`src/rtl/cpu_pkg.sv`:
```
// Shared CPU-wide register file constants and types used by the writeback path.
package cpu_pkg;

  localparam int REG_ADDR_W = 4;
  localparam int REG_COUNT  = 16;
  localparam int DATA_W     = 32;

  typedef logic [REG_ADDR_W-1:0] reg_addr_t;
  typedef logic [REG_COUNT-1:0]  reg_sel_t;
  typedef logic [DATA_W-1:0]     reg_data_t;

  // Register 0 is hardwired to zero, so it never gets a select line.
  function automatic reg_sel_t addr_to_sel(input reg_addr_t addr);
    reg_sel_t sel;
    sel = '0;
    if (addr != '0) sel[addr] = 1'b1;
    return sel;
  endfunction

endpackage

```
`src/rtl/reg_write_arbiter_rr_pick.sv`:
```
// Combinational round-robin picker: first set request at or after ptr, wrapping modulo N.
module rr_pick #(
  parameter int N     = 4,
  parameter int PTR_W = $clog2(N)
) (
  input  logic [N-1:0]     req,
  input  logic [PTR_W-1:0] ptr,
  output logic [N-1:0]     grant_onehot,
  output logic [PTR_W-1:0] grant_idx,
  output logic             any
);

  localparam logic [PTR_W:0] LAST = (PTR_W+1)'(N-1);
  localparam logic [PTR_W:0] NUM  = (PTR_W+1)'(N);

  logic [2*N-1:0]   doubled;
  logic [2*N-1:0]   rotated;
  logic [N-1:0]     window;
  logic [PTR_W-1:0] offset;
  logic             found;
  logic [PTR_W:0]   sum;

  // Rotating the doubled vector puts index ptr at bit 0, so a plain
  // priority encode on the low N bits gives the offset from ptr.
  always_comb begin
    doubled = {req, req};
    rotated = doubled >> ptr;
    window  = rotated[N-1:0];
    any     = |req;
    offset  = '0;
    found   = 1'b0;
    for (int unsigned i = 0; i < N; i++) begin
      if (!found && window[i]) begin
        found  = 1'b1;
        offset = PTR_W'(i);
      end
    end
    sum = {1'b0, ptr} + {1'b0, offset};
    if (sum > LAST) sum = sum - NUM;
    grant_idx    = sum[PTR_W-1:0];
    grant_onehot = any ? (N'(1) << grant_idx) : '0;
  end

endmodule

```
`src/rtl/reg_write_arbiter.sv`:
```
// Round-robin arbiter sharing the single register-file write port among NUM_REQ writeback sources.
module reg_write_arbiter
  import cpu_pkg::*;
#(
  parameter int NUM_REQ = 4,
  parameter int DATA_W  = 32,
  parameter int ADDR_W  = REG_ADDR_W
) (
  input  logic                      clk,
  input  logic                      reset,
  input  logic [NUM_REQ-1:0]        req_valid,
  input  logic [NUM_REQ*ADDR_W-1:0] req_addr,
  input  logic [NUM_REQ*DATA_W-1:0] req_data,
  output logic [NUM_REQ-1:0]        req_ready,
  input  logic                      wr_stall,
  output logic                      wr_en,
  output logic [ADDR_W-1:0]         wr_addr,
  output logic [(1<<ADDR_W)-1:0]    wr_sel,
  output logic [DATA_W-1:0]         wr_data,
  output logic                      busy
);

  localparam int PTR_W = $clog2(NUM_REQ);
  localparam int SEL_W = 1 << ADDR_W;

  logic [PTR_W-1:0]   rr_ptr_q, rr_ptr_d;
  logic               wr_en_q, wr_en_d;
  logic [ADDR_W-1:0]  wr_addr_q, wr_addr_d;
  logic [SEL_W-1:0]   wr_sel_q, wr_sel_d;
  logic [DATA_W-1:0]  wr_data_q, wr_data_d;

  logic [NUM_REQ-1:0] grant_onehot;
  logic [PTR_W-1:0]   grant_idx;
  logic               grant_any;
  logic [ADDR_W-1:0]  win_addr;
  logic [DATA_W-1:0]  win_data;
  logic               handshake;

  rr_pick #(
    .N     (NUM_REQ),
    .PTR_W (PTR_W)
  ) u_pick (
    .req          (req_valid),
    .ptr          (rr_ptr_q),
    .grant_onehot (grant_onehot),
    .grant_idx    (grant_idx),
    .any          (grant_any)
  );

  always_comb begin
    req_ready = '0;
    if (grant_any && !wr_stall && !reset) req_ready = grant_onehot;
    handshake = |(req_valid & req_ready);
    busy      = |req_valid;
  end

  always_comb begin
    win_addr = '0;
    win_data = '0;
    for (int unsigned i = 0; i < NUM_REQ; i++) begin
      if (grant_onehot[i]) begin
        win_addr = req_addr[i*ADDR_W +: ADDR_W];
        win_data = req_data[i*DATA_W +: DATA_W];
      end
    end
  end

  // Stall freezes everything, including a pending write strobe; a grant to
  // address 0 still consumes the requester but produces no strobe.
  always_comb begin
    rr_ptr_d  = rr_ptr_q;
    wr_en_d   = wr_en_q;
    wr_addr_d = wr_addr_q;
    wr_sel_d  = wr_sel_q;
    wr_data_d = wr_data_q;
    if (!wr_stall) begin
      if (handshake) begin
        wr_en_d   = (win_addr != '0);
        wr_addr_d = win_addr;
        wr_data_d = win_data;
        wr_sel_d  = (win_addr != '0) ? (SEL_W'(1) << win_addr) : '0;
        rr_ptr_d  = (grant_idx == PTR_W'(NUM_REQ-1)) ? '0 : grant_idx + 1'b1;
      end else begin
        wr_en_d  = 1'b0;
        wr_sel_d = '0;
      end
    end
  end

  always_ff @(posedge clk) begin
    if (reset) begin
      rr_ptr_q  <= '0;
      wr_en_q   <= 1'b0;
      wr_addr_q <= '0;
      wr_sel_q  <= '0;
      wr_data_q <= '0;
    end else begin
      rr_ptr_q  <= rr_ptr_d;
      wr_en_q   <= wr_en_d;
      wr_addr_q <= wr_addr_d;
      wr_sel_q  <= wr_sel_d;
      wr_data_q <= wr_data_d;
    end
  end

  assign wr_en   = wr_en_q;
  assign wr_addr = wr_addr_q;
  assign wr_sel  = wr_sel_q;
  assign wr_data = wr_data_q;

  a_ready_onehot0 : assert property (@(posedge clk) $onehot0(req_ready));
  a_sel_onehot    : assert property (@(posedge clk) wr_en |-> $onehot(wr_sel));
  a_sel_idle      : assert property (@(posedge clk) !wr_en |-> (wr_sel == '0));

endmodule

```
`config.mk`:
```
export PLATFORM = sky130hd
export DESIGN_NAME = reg_write_arbiter
export DESIGN_NICKNAME = d
export VERILOG_FILES = /design/src/rtl/cpu_pkg.sv /design/src/rtl/reg_write_arbiter_rr_pick.sv /design/src/rtl/reg_write_arbiter.sv
export SDC_FILE = /design/constraint.sdc
export NUM_CORES = 1
export LEC_CHECK = 0
export ABC_AREA = 1
export CAP_MARGIN = 40
export CORE_ASPECT_RATIO = 1.75
export CORE_UTILIZATION = 42
export CTS_CLUSTER_SIZE = 20
export DETAILED_ROUTE_END_ITERATION = 8
export PLACE_DENSITY = 0.94
export SETUP_SLACK_MARGIN = 0.3
export SLEW_MARGIN = 0
export SYNTH_ARGS = -nofsm -noshare
export SYNTH_HDL_FRONTEND = slang
export SYNTH_SLANG_ARGS = --single-unit
```
`constraint.sdc`:
```
create_clock -name clk -period 13.1 [get_ports clk]
set_clock_uncertainty 0.15 [all_clocks]
set_input_delay 3.93 -clock clk [delete_from_list [all_inputs] [get_ports clk]]
set_output_delay 3.93 -clock clk [all_outputs]
set_load 0.05 [all_outputs]
```
# ---- Word level (Yosys, flattened, before mapping)
# Cells that the tools add are included.
dict set report totals {
  ff_bits 55
  latch_bits 0
  mem_bits_rw 0
  romBits 0
  output_inout_bits 58
  word_cells 50
  mem_count 0
}
dict set report classes {
  addsub 3
  mul 0
  div_mod_pow 0
  n_lt_le_gt_ge 1
  n_eq_ne 1
  shift 3
  mux 21
  bitwise_logic 2
  n_reduce_logical 14
}
# operator n
set op_table {}
lappend op_table {{two-way mux 32 bit} 4}
lappend op_table {{two-way mux 16 bit} 2}
lappend op_table {{two-way mux 4 bit} 6}
lappend op_table {{<< shifter 1 x 4 -> 16 bit (first input constant)} 1}
lappend op_table {{two-way mux 2 bit} 4}
lappend op_table {{OR reduction 4 bit} 2}
lappend op_table {{>> shifter 8 x 2 -> 4 bit} 1}
lappend op_table {{logical AND 1 bit} 5}
lappend op_table {{logical NOT 1 bit} 5}
lappend op_table {{two-way mux 1 bit} 5}
lappend op_table {{bitwise AND 4 bit} 1}
lappend op_table {{nonzero test 4 bit} 1}
lappend op_table {{<< shifter 1 x 2 -> 4 bit (first input constant)} 1}
lappend op_table {{adder 2 x 2 -> 3 bit} 1}
lappend op_table {{> comparator 3 x 2 -> 1 bit (second input constant)} 1}
lappend op_table {{adder 2 x 1 -> 2 bit (second input constant)} 1}
lappend op_table {{== test 2 bit (second input constant)} 1}
lappend op_table {{AND reduction 2 bit} 1}
lappend op_table {{subtractor 2 x 1 -> 2 bit (second input constant)} 1}
lappend op_table {{inverter 1 bit} 1}

# ---- Depth between registers and ports, before layout
dict set report depth {
  depth_word 23
  mapped_depth 25
}

# ---- Cells and area by module
# Synthesis repeated with hierarchy kept, for this count alone.
dict set report unflattened {
  cells_unflattened 563
  area_unflattened_um2 3464.6
}
# mod instances cells_per_inst area_per_inst_um2 seq_area_each_um2
set by_module_without_submodules {}
lappend by_module_without_submodules {reg_write_arbiter 1 519 3243.1 1101.1}
lappend by_module_without_submodules {rr_pick 1 44 221.5 0.0}

# ---- Worst setup path before layout
# No wires, ideal clock.
dict set report synth_path {
  path_kind {input-to-output}
  startpoint {input req_valid[2]}
  endpoint {output req_ready[2]}
  t_arrival_ps 6396
  required_ps 9020
  path_slack_ps 2624
  cell_stages 15
  n_path_buf 2
  cell_sequence {mux2i_1 > nand2_1 > o21ai_0 > nand2_1 > inv_1 > nand2_1 > o22ai_1 > ha_1 > xnor2_1 > xor2_1 > ha_1 > nand2_4 > buf_4 > buf_2 > nor2_1}
}
dict set report synth_between {
  elab_chain_cells 17
  elab_cells_between_ends 23
}
# item line
set synth_lines {}
lappend synth_lines {{from (decl)} reg_write_arbiter.sv:11} ;# input logic [NUM_REQ-1:0] req_valid,
lappend synth_lines {{>> shifter 8 x 2 -> 4 bit} reg_write_arbiter_rr_pick.sv:27} ;# rotated = doubled >> ptr;
lappend synth_lines {{two-way mux 1 bit} reg_write_arbiter_rr_pick.sv:33} ;# if (!found && window[i]) begin
lappend synth_lines {{logical NOT 1 bit} reg_write_arbiter_rr_pick.sv:33}
lappend synth_lines {{logical AND 1 bit} reg_write_arbiter_rr_pick.sv:33}
lappend synth_lines {{two-way mux 1 bit} reg_write_arbiter_rr_pick.sv:33}
lappend synth_lines {{logical NOT 1 bit} reg_write_arbiter_rr_pick.sv:33}
lappend synth_lines {{logical AND 1 bit} reg_write_arbiter_rr_pick.sv:33}
lappend synth_lines {{two-way mux 1 bit} reg_write_arbiter_rr_pick.sv:33}
lappend synth_lines {{logical NOT 1 bit} reg_write_arbiter_rr_pick.sv:33}
lappend synth_lines {{logical AND 1 bit} reg_write_arbiter_rr_pick.sv:33}
lappend synth_lines {{two-way mux 2 bit} reg_write_arbiter_rr_pick.sv:33}
lappend synth_lines {{adder 2 x 2 -> 3 bit} reg_write_arbiter_rr_pick.sv:38} ;# sum = {1'b0, ptr} + {1'b0, offset};
lappend synth_lines {{> comparator 3 x 2 -> 1 bit / subtractor 2 x 1 -> 2 bit (equally long branches)} reg_write_arbiter_rr_pick.sv:39} ;# if (sum > LAST) sum = sum - NUM;
lappend synth_lines {{two-way mux 2 bit} reg_write_arbiter_rr_pick.sv:39}
lappend synth_lines {{<< shifter 1 x 2 -> 4 bit} reg_write_arbiter_rr_pick.sv:41} ;# grant_onehot = any ? (N'(1) << grant_idx) : '0;
lappend synth_lines {{two-way mux 4 bit} reg_write_arbiter_rr_pick.sv:41}
lappend synth_lines {{two-way mux 4 bit (*)} reg_write_arbiter.sv:52} ;# if (grant_any && !wr_stall && !reset) req_ready = grant_onehot;
lappend synth_lines {{to (decl)} reg_write_arbiter.sv:14} ;# output logic [NUM_REQ-1:0] req_ready,
# Every way passes the cells marked *; elsewhere a longest branch is shown, timed or not.

# ---- Worst setup path in the final report
# Same ends and word-level chain as after synthesis.

==> flow_summary.ini <==
[floorplan]
core_area_sq_um = 8420
start_util = 0.438
dieArea_sq_um = 9180
chipHeight_um = 126
die_width_um = 72.9
std_cell_rows = 44
io_pins = 209

[synth]
synthAdderAreaFrac = 0.0169
ys_types = 33
synthCells = 589
seq_area_frac_synth = 0.298
syn-cell-area_sq_um = 3690
synth_compound_area_frac = 0.109
yosys.area_share.simple = 0.448
ys_async_sr_fraction = 0
synth_top_family_by_area = simple AND/OR/NAND/NOR gates
syn-num-nets = 745
synthFlopType = dfxtp_1
yosys_warnings = 0
avgSynthCellArea_sq_um = 6.27
ys_ff_latch = 55
synth-xor-area-share = 0.00475
yosys-mux-area-fraction = 0.00271
synth_edf_count = 0

[clock_network]
htree_levels = 2
post_cts_resize_count = 0
clkLatencyLatePin_ns = 0.28
clock_sinks = 55
cts_buffers = 5
cts.path.max_buffers = 2
cts_tree = yes
cts-root-buf = clkbuf_16
post_cts_buffers = 0
cts_hold_buf = 0
path_clk_slew_ns = 0.06

[pwr]
pwr-share-comb = 0.786
p_sw_uw = 1100
powerDensity_nw_per_um2 = 328
irDropWorstVdd_mv = 0.255
seqPwrFrac = 0.138
p_leak_uw = 0.00257
intPower_uw = 825
switching_share = 0.572
clkPwrFrac = 0.075

[layout]
final.fill_count = 689
mostFrequentLayoutCell = clkdlybuf4s50_1
syn2layout_area_growth_pct = 59.2
layout.nets = 925
regArea_sq_um = 1100
layout_common_cells = clkdlybuf4s50_1 (208), nand2_1 (161), nand3_1 (108), nor2_1 (77), dfxtp_1 (55)
num_antenna_cells = 0
instances_no_fill = 884
layout-drive-gt1-share = 0.0494
multi_input_area_sq_um = 2150
finalInstanceArea_sq_um = 5880

[place]
port-buffer-count = 208
dp_cells = 877
place_area_sq_um = 5720
gp_congestion = 0.902
hpwlAfterDp_um = 9980

[run]
drv_cap = 0

[setup_path]
crit_top_cell = nand2_1
cp-startpoint = req_valid[2]
crit_path_start_kind = primary input
r2r_slack_ns = 8.09
r2r-start = rr_ptr_q[0]$_SDFFE_PP0P_
max_stage_delay_ns = 0.84
cp.arrival_ns = 7.74
path_class = primary input to primary output
cp_data_required_time_ns = 9.02
critPathSlowestCell = clkdlybuf4s50_1
crit_path_end_kind = primary output
crit_chain = clkdlybuf4s50_1, mux2i_1, nand2_1, o21ai_0, nand2_1, inv_1, nand2_1, o22ai_1, ha_1, xnor2_1, xor2_1, ha_1, nand2_4, nor2_1, clkdlybuf4s50_1
crit_fanout = 71

[run_status]
outcome = completed

[timing]
finalSetupTns_ns = 0
rsz0062_at_grt = no
finalSetupViolCount = 0
period_minus_slack_ns = 11.82
fin_crit_sh = 0.902
max_freq_ghz = 0.0846
hold_viol = 0
slew_violations = 0
worst_slew_pin_slew_ns = 0.772
maxSlewHeadroom = 0.484

[route]
first_pass_iters = 4
wirelength_um = 13600
wl_per_cell_um = 15.3
drc = 0
drt_iter0_markers = 318
vias = 4660
route.antenna.remaining_nets = 0
vias_per_cell = 5.27

[worst_hold_path]
min_path_type = flop to flop
min_from = wr_sel[9]$_SDFFE_PP0N_

[grt]
antenna_found_initial = 0
first_global_vias = 4626
grt_pass1_wl_um = 21300
grt_max_degree = 73
grt_overflow = 0
grt_use_total = 0.294
[power groups by stage]
stage          Combinational (uW)  Sequential, uW  Clock (uW)
2_1_floorplan                 974             466           0
3_3_place_gp                 1450             264           0
3_5_place_dp                 1500             268           0
4_1_cts                      1510             265         148
5_1_grt                      1650             272         154
6_report                     1510             266         145
[sequential cells by signal, indices dropped and copies added, names as in the netlist]
signal and cells:
wr_sel 16, wr_en 1, wr_addr 4, wr_data 32
rr_ptr_q 2
[worst max-delay path, delay by kind of cell]
| kind | cells | cell delay [ns] |
|---|---|---|
| AOI/OAI and AO/OA | 2 | 0.27 |
| xor gates and xnor gates | 2 | 0.41 |
| adders and majority gates | 2 | 0.53 |
| buffers and inverters | 3 | 1.41 |
| muxes | 1 | 0.23 |
| and+or+nand+nor | 5 | 0.93 |
[Yosys cell counts, drive strengths merged, types with 3 or more instances]
cell	number	area, sq um
dfxtp	55	1100
inv	58	220
nor2	85	363
nand4	6	43.8
nand3	110	561
a21oi	9	75.1
ha	5	62.6
clkbuf	12	45.0
o21ai	15	75.1
buf	26	178
o211ai	32	240
nand3b	3	22.5
nand2	168	663
[area by class of cell]
cell class | instances | share of cell area
timing repair buffer | 211 | 0.358
tap | 115 | 0.0245
inverter | 58 | 0.0375
clock buffer | 6 | 0.0219
sequential | 55 | 0.187
multi-input combinational | 438 | 0.365
clock inverter | 1 | 0.00511
[through the flow]
stage               power [uW]  setup slack, ns   util  hold slack [ns]
detailed placement        1770             1.39  0.679            0.288
global placement          1720             1.62  0.678            0.279
finish                    1930             1.28  0.698            0.307
CTS                       1930             1.36  0.698            0.304
floorplan                 1440             2.62      -            0.398
global route              2080             1.06  0.698            0.322
[worst paths after layout]
check	to	cells past startpoint
hold reg to reg	wr_sel[9]$_SDFFE_PP0N_	2
hold / removal	wr_sel[9]$_SDFFE_PP0N_	2
setup / recovery	req_ready[2]	15
setup reg to reg	wr_en$_SDFFE_PP0N_	22
[logic make-up (layout without fill, tap and decap cells)]
group / count (synthesis) / count (layout)
and+or+nand+nor: 372 / 372
muxes: 1 / 1
buffers and inverters: 96 / 276
AOI/OAI and AO/OA: 58 / 58
xor gates and xnor gates: 2 / 2
DFF: 55 / 55
adders and majority gates: 5 / 5
[per-layer routing]
metal  track usage  wire length, um
met1         0.293             4760
met2         0.542             7340
met3        0.0752              907
met4         0.149              549
met5             0                0
Power figures use the tool's default switching activity.
